<file path="src/rtl/ring_mon_pkg.sv">
// Shared types and fault codes for ring-counter consumers.
package ring_mon_pkg;
  typedef enum logic [1:0] {
    SEARCH  = 2'd0,
    ACQUIRE = 2'd1,
    LOCKED  = 2'd2,
    FAULT   = 2'd3
  } ring_mon_state_t;

  localparam logic [1:0] FC_NONE   = 2'b00;
  localparam logic [1:0] FC_ONEHOT = 2'b01;
  localparam logic [1:0] FC_STEP   = 2'b10;
endpackage

</file>
<file path="src/rtl/ring_onehot_decode.sv">
// Combinational one-hot check and binary index encoder for a ring value.
module ring_onehot_decode #(
  parameter int WIDTH = 4
) (
  input  logic [WIDTH-1:0]         value,
  output logic                     onehot,
  output logic [$clog2(WIDTH)-1:0] idx
);
  logic [$clog2(WIDTH+1)-1:0] ones;

  always_comb begin
    ones = '0;
    idx  = '0;
    for (int i = 0; i < WIDTH; i++) begin
      if (value[i]) begin
        ones = ones + 1'b1;
        idx  = idx | ($clog2(WIDTH))'(i);
      end
    end
    onehot = (ones == 1);
  end
endmodule

</file>
<file path="src/rtl/ring_sequence_monitor.sv">
// Checks that a one-hot ring counter rotates left by one step each cycle,
// locks after LOCK_CNT good steps, counts revolutions and latches faults.
module ring_sequence_monitor
  import ring_mon_pkg::*;
#(
  parameter int WIDTH    = 4,
  parameter int LOCK_CNT = 2,
  parameter int REV_W    = 16
) (
  input  logic                     clk,
  input  logic                     reset,
  input  logic [WIDTH-1:0]         phase,
  input  logic                     clear,
  output logic                     locked,
  output logic                     fault,
  output logic [1:0]               fault_code,
  output logic [REV_W-1:0]         rev_count,
  output logic [$clog2(WIDTH)-1:0] phase_idx
);
  localparam int IW = $clog2(WIDTH);
  localparam int GW = $clog2(LOCK_CNT + 1);

  ring_mon_state_t  state, state_nxt;
  logic [WIDTH-1:0] prev;
  logic [GW-1:0]    good_cnt, good_nxt, good_inc;
  logic [1:0]       code_nxt;
  logic             onehot, step_ok, rev_inc;
  logic [IW-1:0]    idx;

  ring_onehot_decode #(.WIDTH(WIDTH)) u_dec (
    .value  (phase),
    .onehot (onehot),
    .idx    (idx)
  );

  assign step_ok  = onehot && (phase == {prev[WIDTH-2:0], prev[WIDTH-1]});
  assign good_inc = good_cnt + 1'b1;
  // Revolution boundary: a correct step landing back on bit 0.
  assign rev_inc  = (state == LOCKED) && step_ok && phase[0] && (rev_count != '1);

  always_comb begin
    state_nxt = state;
    good_nxt  = good_cnt;
    code_nxt  = fault_code;
    case (state)
      SEARCH: if (onehot) begin
        state_nxt = ACQUIRE;
        good_nxt  = '0;
      end
      ACQUIRE: if (step_ok) begin
        good_nxt = good_inc;
        if (good_inc == GW'(LOCK_CNT)) state_nxt = LOCKED;
      end else begin
        state_nxt = SEARCH;
        good_nxt  = '0;
      end
      LOCKED: if (!step_ok) begin
        state_nxt = FAULT;
        code_nxt  = onehot ? FC_STEP : FC_ONEHOT;
      end
      default: ;
    endcase
    if (clear) begin
      state_nxt = SEARCH;
      good_nxt  = '0;
      code_nxt  = FC_NONE;
    end
  end

  always_ff @(posedge clk or negedge reset) begin
    if (!reset) begin
      state      <= SEARCH;
      prev       <= '0;
      good_cnt   <= '0;
      fault_code <= FC_NONE;
      rev_count  <= '0;
      phase_idx  <= '0;
      locked     <= 1'b0;
      fault      <= 1'b0;
    end else begin
      state      <= state_nxt;
      prev       <= phase;
      good_cnt   <= good_nxt;
      fault_code <= code_nxt;
      locked     <= (state_nxt == LOCKED);
      fault      <= (state_nxt == FAULT);
      if (onehot) phase_idx <= idx;
      if (clear)        rev_count <= '0;
      else if (rev_inc) rev_count <= rev_count + 1'b1;
    end
  end
endmodule

</file>
<file path="config.mk">
export PLATFORM = sky130hd
export DESIGN_NAME = ring_sequence_monitor
export DESIGN_NICKNAME = d
export VERILOG_FILES = /design/src/rtl/ring_mon_pkg.sv /design/src/rtl/ring_onehot_decode.sv /design/src/rtl/ring_sequence_monitor.sv
export SDC_FILE = /design/constraint.sdc
export NUM_CORES = 1
export LEC_CHECK = 0
export CORE_MARGIN = 2
export CORE_UTILIZATION = 52
export DETAILED_ROUTE_END_ITERATION = 16
export GPL_ROUTABILITY_DRIVEN = 1
export PLACE_DENSITY = 0.77
export SETUP_SLACK_MARGIN = 0.02
export SLEW_MARGIN = 20
export SYNTH_ARGS = -nofsm -noshare
export SYNTH_HDL_FRONTEND = slang
export SYNTH_SLANG_ARGS = --single-unit
</file>
<file path="constraint.sdc">
create_clock -name clk -period 3.2 [get_ports clk]
set_clock_uncertainty 0.2 [all_clocks]
set_input_delay 0.64 -clock clk [delete_from_list [all_inputs] [get_ports clk]]
set_output_delay 0.64 -clock clk [all_outputs]
set_load 0.03 [all_outputs]
</file>
==> impl_metrics.toml, run 1 <==
[timing]
rsz0062_at_grt = "true"
hold_viol = 0
tns_ns = 0
max_slew_margin_pct = 71.6
tightest_slew_ns = 0.425
slew_viol_final = 0
setup_viol = 0
min_period_ns = 3.11
fin_crit_sh_pct = 97.3
layout_setup_ws_ns = 0.0854
hold_slack_ns = 0.300
fmax_mhz = 321

[synth]
yosys.area.top_type = "dfrtp_1"
ys_top_cells_by_area = "dfrtp_1 (45%), a21oi_1 (4.8%), o31ai_1 (4.5%)"
ys_ff_latch = 30
yosys_warnings = 0
synth.most_common_cell = "dfrtp_1"
synth_top_area_share_pct = 44.8
synth_nets = 186
syn_area_um2 = 1670
synth_cell_types = 36
async_flop_share_pct = 100
syn_inst = 174
synth-seq-area-share_pct = 44.8
syn_avg_cell_area_um2 = 9.62
synth_common_cells = "dfrtp_1 (30), nor2_1 (18), a21oi_1 (16)"
synthFlopType = "dfrtp_1"
synth-edff-count = 0

[worst_setup_path]
crit_chain = "clkdlybuf4s15_1 > buf_6 > inv_12 > ha_4 > xor2_1 > ha_1 > and4b_1 > nor4b_4 > or3_4 > or4_4 > a21oi_2"
crit_path_max_fanout = 6
r2r_setup_slack_ns = 0.84
cp-start-kind = "input pin"
critical_path.max_stage_delay_ns = 0.53
path_class = "in2reg"
cp_data_arrival_time_ns = 3.17
cp-end-kind = "register"
cp.required_ns = 3.26
slowest_stage = "or4_4"

[global_routing]
antenna_found_initial = 0
grt_pass1_vias = 1452
grt_overflow = 0
grt_pass1_wl_um = 6580
grt_max_degree = 31
grt_usage_pct = 24.4

[power_and_ir_drop]
p_per_area_nw_per_um2 = 330
p_leak_nw = 0.905
power_mw = 0.763
ir_drop_uv = 319

[clock_network]
clockBufferDepth = 2
numClockSinks = 30
cts_buffers = 5
clkTransAtPathRegs_ns = 0.08
htreeDepth = 2
clkLatencyLatePin_ns = 0.33
root_buffer = "clkbuf_4"
cts_tree = "yes"
cts_hold_buffers = 0

[route]
vias = 1546
viasPerCell = 5.81
first_pass_iters = 4
drc = 0
final_antenna_net_count = 0
post_drt_wl_per_cell_um = 15.2
drt_iter0_drc = 109
wl_um = 4040

[outcome]
outcome = "finished clean"

[floorplanning]
ios = 29
die_h_um = 60.7
die_area_um2 = 3690
core_um2 = 3050
row_count = 20
initial_core_util_pct = 54.8
die_width_um = 60.7

[layout]
areaGrowthSynthToFinish_pct = 38.0
multiInputGateArea_um2 = 973
antenna_cells = 0
register_area_um2 = 751
drive_gt1_share_pct = 24.3
n_fill_cell = 242
nets = 235

[worst_hold_path]
hold_class = "reg2reg"

[placement]
pre_cts_ws_ns = -0.701
place.gp.congestion = 0.834
io_buffers = 28
hpwlAfterDp_um = 2670

[flow_run]
cap_viol_max_count = 0
-- report_power, final --
part	switching (mW)	internal [mW]	leakage (nW)
registers	0.00689	0.390	0.403
logic	0.0789	0.0673	0.472
clock network	0.121	0.0988	0.0302
total	0.207	0.556	0.905
-- placed cells by master (no fill, tap or decap), types with 3 or more instances in the layout --
cell	netlist	routed
nor2b_1	5	5
a21oi_2	0	4
clkdlybuf4s50_1	0	25
inv_1	7	5
o31ai_1	10	8
o21ai_0	3	3
or3_4	1	3
xnor2_1	4	4
nand2_1	8	8
or4_4	0	3
buf_4	0	18
nor2_1	18	18
nor3_1	5	5
mux2_2	4	4
a21oi_1	16	12
or4_1	10	7
nand3_1	10	10
nand4_1	6	6
dfrtp_1	30	30
ha_1	5	4
clkbuf_4	0	5
-- worst paths after layout --
check	startpoint	end	cells past startpoint
max	phase[1]	rev_count[4]	11
min	phase_idx[1]	phase_idx[1]	1
max reg2reg	rev_count[6]	rev_count[2]	6
min reg2reg	phase_idx[1]	phase_idx[1]	1
max in group asynchronous	reset	prev[2]	2
min in group asynchronous	reset	rev_count[14]	2
-- cells by family (layout without fill, tap and decap cells) --
logic type      count (synthesis)  count (layout)  synth area share [%]
xor+xnor                        6               6                  3.14
buf+inv                        15              61                  4.26
fa+ha+maj                       5               5                  3.74
flops                          30              30                  44.8
compound gates                 37              37                  14.1
mux                             4               4                  2.69
simple gates                   77              79                  27.2
-- layout make-up --
| type | count | share of cell area (%) |
|---|---|---|
| Multi-Input combinational cell | 131 | 42.1 |
| Sequential cell | 30 | 32.5 |
| Timing Repair Buffer | 48 | 19.1 |
| Tap cell | 44 | 2.38 |
| Clock buffer | 6 | 2.22 |
| Inverter | 7 | 1.68 |
-- flip-flops by register name (all words and copies together), names as in the netlist --
name / count
good_cnt: 2
fault_code: 2
fault: 1
locked: 1
phase_idx: 2
state: 2
prev: 4
rev_count: 16
-- per-layer routing --
metal	share of wire [%]	up-vias	track usage, %
met3	4.6	7	5.97
li1	-	746	-
met5	0	-	0
met1	44	743	30.6
met4	1.5	0	9.63
met2	50	50	40.4
-- worst max-delay path: cells and delay by family --
kind | cells | cell delay (ns)
AOI/OAI and AO/OA | 1 | 0.14
xor gates and xnor gates | 1 | 0.16
adders and majority gates | 2 | 0.57
buffers and inverters | 3 | 0.33
and+or+nand+nor | 4 | 1.33
-- what timing repair did --
item,4_1_cts,5_1_grt
pin swaps,18,4
hold endpoints to repair,0,0
endpoints found under the setup margin,18,17
gates resized for setup,10,10
setup buffers,1,0
gates cloned,2,0
-- stage by stage --
step | area [um2] | utilization [%] | instances
final | 2310 | 75.7 | 266
after global routing | 2310 | 75.7 | 266
after CTS | 2270 | 74.3 | 266
after detailed placement | 2170 | 70.9 | 257
after global placement | 2170 | 70.9 | 257
after floorplan | 1730 | - | 174
Note: power is estimated with default switching activity, not from simulation.
==> run 2, diff against run 1 <==
SYNTH_HIERARCHICAL = 1   (was unset)
==> run 2 against run 1 <==
  * Combinational power about the same
  * Non-clock buffer count down 1
  * Sequential share of layout area up 1.3 points
  * Utilization down 1.7 points
  * Cell count down 7.5%
  * Clock-buffer cell count up 2
  * Routed wire length down 14%
  * Synthesized cell count down 5.7%
  * Critical path depth up 1
  * Register-to-register slack worse by 0.03 ns
  * Highest routed layer unchanged
==> impl_metrics.toml, run 2 <==
[timing]
fmax_mhz = 323
fin_crit_sh_pct = 96.7
layout_setup_ws_ns = 0.106
hold_viol = 0
slew_viol_final = 0
rsz0062_at_grt = "true"
min_period_ns = 3.09
max_slew_margin_pct = 67.9
setup_viol = 0
tightest_slew_ns = 0.477

[layout]
register_area_um2 = 751
drive_gt1_share_pct = 24.9
nets = 224
multiInputGateArea_um2 = 870
most-common-layout-cells = "dfrtp_1 (30), clkdlybuf4s50_1 (25), nor2_1 (19), buf_4 (18), xnor2_1 (13)"
n_fill_cell = 214
antenna_cells = 0
top_register = "rev_count"
layout_commonest_cell = "dfrtp_1"
reg_top3 = "rev_count (16), prev (4)"
areaGrowthSynthToFinish_pct = 38.4
largest_reg_flops = 16

[clock_network]
clkLatencyLatePin_ns = 0.33
htreeDepth = 2
cts_buffers = 5
clkTransAtPathRegs_ns = 0.09
clockBufferDepth = 2
root_buffer = "clkbuf_4"
numClockSinks = 30
cts_tree = "yes"

[power_and_ir_drop]
ir_drop_uv = 303
p_leak_nw = 0.893
p_per_area_nw_per_um2 = 372
power_mw = 0.825

[global_routing]
grt_usage_pct = 21.5
grt_overflow = 0
grt_pass1_vias = 1318
antenna_found_initial = 0
grt_pass1_wl_um = 5600
grt_max_degree = 31

[worst_setup_path]
cp.required_ns = 3.26
cp_data_arrival_time_ns = 3.15
cp-start-kind = "input pin"
crit_chain = "buf_12 > inv_8 > ha_4 > xnor2_4 > inv_1 > ha_1 > nand3b_1 > o32ai_2 > nand4b_1 > or4_4 > or4_1 > a21oi_1"
cp-end-kind = "register"
slowest_stage = "or4_4"
critical_path.max_stage_delay_ns = 0.61
path_class = "in2reg"
crit_path_max_fanout = 8

[floorplanning]
die_area_um2 = 3550
ios = 29
die_width_um = 59.5
die_h_um = 59.5
initial_core_util_pct = 53.4
row_count = 20
core_um2 = 3000

[route]
first_pass_iters = 4
vias = 1384
drc = 0
drt_iter0_drc = 59
viasPerCell = 5.63
post_drt_wl_per_cell_um = 14.1
top_layer = "met4"
wl_um = 3460
drt-met1-wl_um = 1510
wl_met3_um = 154
final_antenna_net_count = 0
dr_wl_met2_um = 1730

[synth]
syn_area_um2 = 1600
synth_common_cells = "dfrtp_1 (30), nor2_1 (20), xnor2_1 (14), a21oi_1 (10), inv_1 (8)"
yosys.area.top_type = "dfrtp_1"
yosys_warnings = 6
syn_inst = 164
synth-seq-area-share_pct = 46.8
synth_top_area_share_pct = 46.8
synth.most_common_cell = "dfrtp_1"
syn_avg_cell_area_um2 = 9.78
synth_nets = 176
synth-edff-count = 0
synth_cell_types = 32
synthFlopType = "dfrtp_1"
ys_ff_latch = 30
async_flop_share_pct = 100
ys_top_cells_by_area = "dfrtp_1 (47%), xnor2_1 (7.6%), nor2_1 (4.7%)"

[outcome]
outcome = "finished clean"

[placement]
io_buffers = 28
pre_cts_ws_ns = -0.761
hpwlAfterDp_um = 2380
place.gp.congestion = 0.838

[flow_run]
cap_viol_max_count = 0

[worst_hold_path]
hold_class = "in2reg"
run 2: cell count changes after synthesis, sizes merged, moves of 3 or more:
cell,previous run,this run
xnor2,4,14
o31ai,10,3
a21oi,16,10
nor4b,2,5
or2,0,4
nand3,10,4
or4,10,3
run 2: kinds of logic after synthesis:
kind of cell               synth area share, %
xor gates and xnor gates                  7.64
buffers and inverters                     3.43
AOI/OAI and AO/OA                         7.02
DFF                                       46.8
adders and majority gates                 3.90
and+or+nand+nor                           26.4
muxes                                     4.84
run 2: area by class of cell:
| type | count | share of cell area (%) |
|---|---|---|
| Multi-Input combinational cell | 120 | 39.2 |
| Sequential cell | 30 | 33.8 |
| Timing Repair Buffer | 47 | 19.7 |
| Clock buffer | 8 | 3.55 |
| Inverter | 8 | 1.92 |
| Tap cell | 33 | 1.86 |
run 2: report_power, final:
part / total (mW) / leakage (nW) / internal [mW] / switching [mW]
clock network: 0.281 / 0.0446 / 0.150 / 0.131
logic: 0.144 / 0.445 / 0.0724 / 0.0718
registers: 0.400 / 0.403 / 0.392 / 0.00813
run 2: per-stage QoR:
| stage | cells | setup TNS [ns] | area, um2 | hold WS [ns] | utilization, % |
|---|---|---|---|---|---|
| CTS | 243 | 0 | 2160 | 0.333 | 72.0 |
| global route | 246 | -0.0417 | 2220 | 0.219 | 73.9 |
| floorplan | 164 | -1.10 | 1670 | 0.144 | - |
| finish | 246 | 0 | 2220 | 0.240 | 73.9 |
| global placement | 235 | -8.07 | 2080 | 0.297 | 69.3 |
| detailed placement | 235 | -10.10 | 2080 | 0.307 | 69.3 |
run 2: metal layers:
| layer | GRT usage [%] | vias up |
|---|---|---|
| met4 | 14.0 | 0 |
| met2 | 34.7 | 41 |
| li1 | - | 665 |
| met3 | 5.02 | 5 |
| met5 | 0 | - |
| met1 | 25.5 | 673 |
run 2: worst max-delay path: cells and delay by family:
kind / cells / cell delay [ns]
buf+inv: 3 / 0.18
fa+ha+maj: 2 / 0.51
simple gates: 4 / 1.37
compound gates: 2 / 0.30
xor+xnor: 1 / 0.16
run 2: path summary, 6_finish.rpt:
check                              from             to  slack, ns  cells past startpoint
setup / recovery               phase[1]  rev_count[10]       0.11                     12
hold / removal                 phase[0]        prev[0]       0.24                      1
setup reg to reg           rev_count[9]   rev_count[7]       0.81                      5
hold reg to reg            phase_idx[1]   phase_idx[1]       0.33                      1
max in group asynchronous         reset   rev_count[3]       2.02                      2
min in group asynchronous         reset   rev_count[8]       0.48                      2
run 2: repair_timing:
item                                    in CTS  in global routing
endpoints found under the setup margin      13                  8
gates resized for setup                      8                 21
pin swaps                                    0                 10
setup buffers                                0                  3
hold buffers                                 0                  0
==> run 3, diff against run 2 <==
CORE_MARGIN = 10   (was 2)
==> run 3 against run 2 <==
  * Routed wire length is 8.7% higher
  * Setup slack worse by 0.089 ns
  * Fmax decreased by 2.8%
  * Die area increased by 61%
  * Critical path depth is the same
  * Combinational power increased by 3%
  * Sequential share of layout area is 0.53 points lower
  * Via count decreased by 1.4%
  * Hold slack improved by 0.083 ns
  * Clock power barely moved
  * Largest power group unchanged
  * Non-clock buffer count rose by 2
==> impl_metrics.toml, run 3 (synthesis gave the netlist of run 2 again) <==
[global_routing]
grt_pass1_wl_um = 6110
grt_pass1_vias = 1251
grt_overflow = 0
grt_usage_pct = 14.0
antenna_found_initial = 0
grt_max_degree = 31

[worst_setup_path]
cp-start-kind = "input pin"
cp_data_arrival_time_ns = 3.26
crit_chain = "buf_8 > inv_8 > ha_4 > xnor2_4 > inv_2 > ha_4 > nand3b_1 > o32ai_2 > nand4b_1 > or4_4 > or4_4 > a21oi_2"
slowest_stage = "or4_4"
critical_path.max_stage_delay_ns = 0.61
cp-end-kind = "register"
crit_path_max_fanout = 7
path_class = "in2reg"
cp.required_ns = 3.28

[layout]
drive_gt1_share_pct = 26.5
reg_top3 = "rev_count (16), prev (4)"
largest_reg_flops = 16
nets = 226
top_register = "rev_count"
areaGrowthSynthToFinish_pct = 40.6
layout_commonest_cell = "dfrtp_1"
n_fill_cell = 215
fin_area_um2 = 2250
antenna_cells = 0
most-common-layout-cells = "dfrtp_1 (30), clkdlybuf4s50_1 (25), buf_4 (20), nor2_1 (19), xnor2_1 (13)"

[placement]
place.gp.congestion = 0.816
io_buffers = 28
hpwlAfterDp_um = 2730
dpl-instance-area_um2 = 2090

[route]
drt_iter0_drc = 78
vias = 1364
final_antenna_net_count = 0
viasPerCell = 5.50
first_pass_iters = 4
drc = 0
post_drt_wl_per_cell_um = 15.1
wl_um = 3760

[floorplanning]
die_h_um = 75.5
core_um2 = 3000
initial_core_util_pct = 53.4
ios = 29
die_width_um = 75.5
row_count = 20
die_area_um2 = 5710

[timing]
tns_ns = 0
slew_viol_final = 0
min_period_ns = 3.18
fin_crit_sh_pct = 99.5
tightest_slew_ns = 0.640
fmax_mhz = 314
hold_slack_ns = 0.324
max_slew_margin_pct = 57.2
rsz0062_at_grt = "true"
setup_viol = 0
hold_viol = 0

[power_and_ir_drop]
p_leak_nw = 0.905
p_per_area_nw_per_um2 = 368
power_mw = 0.829
ir_drop_uv = 346

[clock_network]
cts_tree = "yes"
htreeDepth = 2
clkTransAtPathRegs_ns = 0.09
clockBufferDepth = 2
root_buffer = "clkbuf_4"
numClockSinks = 30
cts_buffers = 5
clkLatencyLatePin_ns = 0.34

[worst_hold_path]
hold_class = "reg2reg"

[outcome]
outcome = "finished clean"

[flow_run]
cap_viol_max_count = 0
-- run 3: cell type report --
cell class	count	area (um2)	area share [%]
sequential	30	751	33.3
clock buffer	8	78.8	3.50
multi-input combinational	120	891	39.5
inverter	8	42.5	1.89
timing repair buffer	49	450	20.0
tap	33	41.3	1.83
-- run 3: path summary, 6_finish.rpt --
kind                            cells after the start             to  slack (ns)         start
worst min-delay path                                1   phase_idx[1]        0.32  phase_idx[1]
worst max register to register                      5   rev_count[7]        0.75  rev_count[9]
max in group asynchronous                           2       state[1]        2.04         reset
worst min register to register                      1   phase_idx[1]        0.32  phase_idx[1]
worst max-delay path                               12  rev_count[13]        0.02      phase[1]
min in group asynchronous                           2   rev_count[7]        0.48         reset
-- run 3: timing repair --
action                     CTS  global route
hold buffers                 0             0
setup buffers                0             3
setup endpoints to repair   16             8
resized for setup           10            17
pin swaps                    0             9
-- run 3: power breakdown --
| part | internal (mW) | switching (mW) |
|---|---|---|
| registers | 0.392 | 0.00791 |
| clock network | 0.150 | 0.132 |
| logic | 0.0732 | 0.0744 |
-- run 3: critical path: cells and delay by family --
| family | cells | cell delay (ns) |
|---|---|---|
| and+or+nand+nor | 4 | 1.52 |
| adders and majority gates | 2 | 0.45 |
| AOI/OAI and AO/OA | 2 | 0.30 |
| buffers and inverters | 3 | 0.18 |
| xor gates and xnor gates | 1 | 0.17 |
-- run 3: through the flow --
step | cells | utilization, % | setup slack [ns]
6_report | 248 | 75.1 | 0.0164
5_1_grt | 248 | 75.1 | -0.0466
4_1_cts | 245 | 73.0 | 0.00644
3_5_place_dp | 237 | 69.8 | -0.781
3_3_place_gp | 237 | 69.8 | -0.628
2_1_floorplan | 164 | - | -0.242
-- run 3: per-layer routing --
layer	vias to the layer above	share of wire, %	wire, um	track usage (%)
li1	672	-	-	-
met1	658	44	1650	17.3
met3	6	5.2	194	4.95
met4	0	1.7	63	4.95
met5	-	0	0	0
met2	28	49	1850	22.0
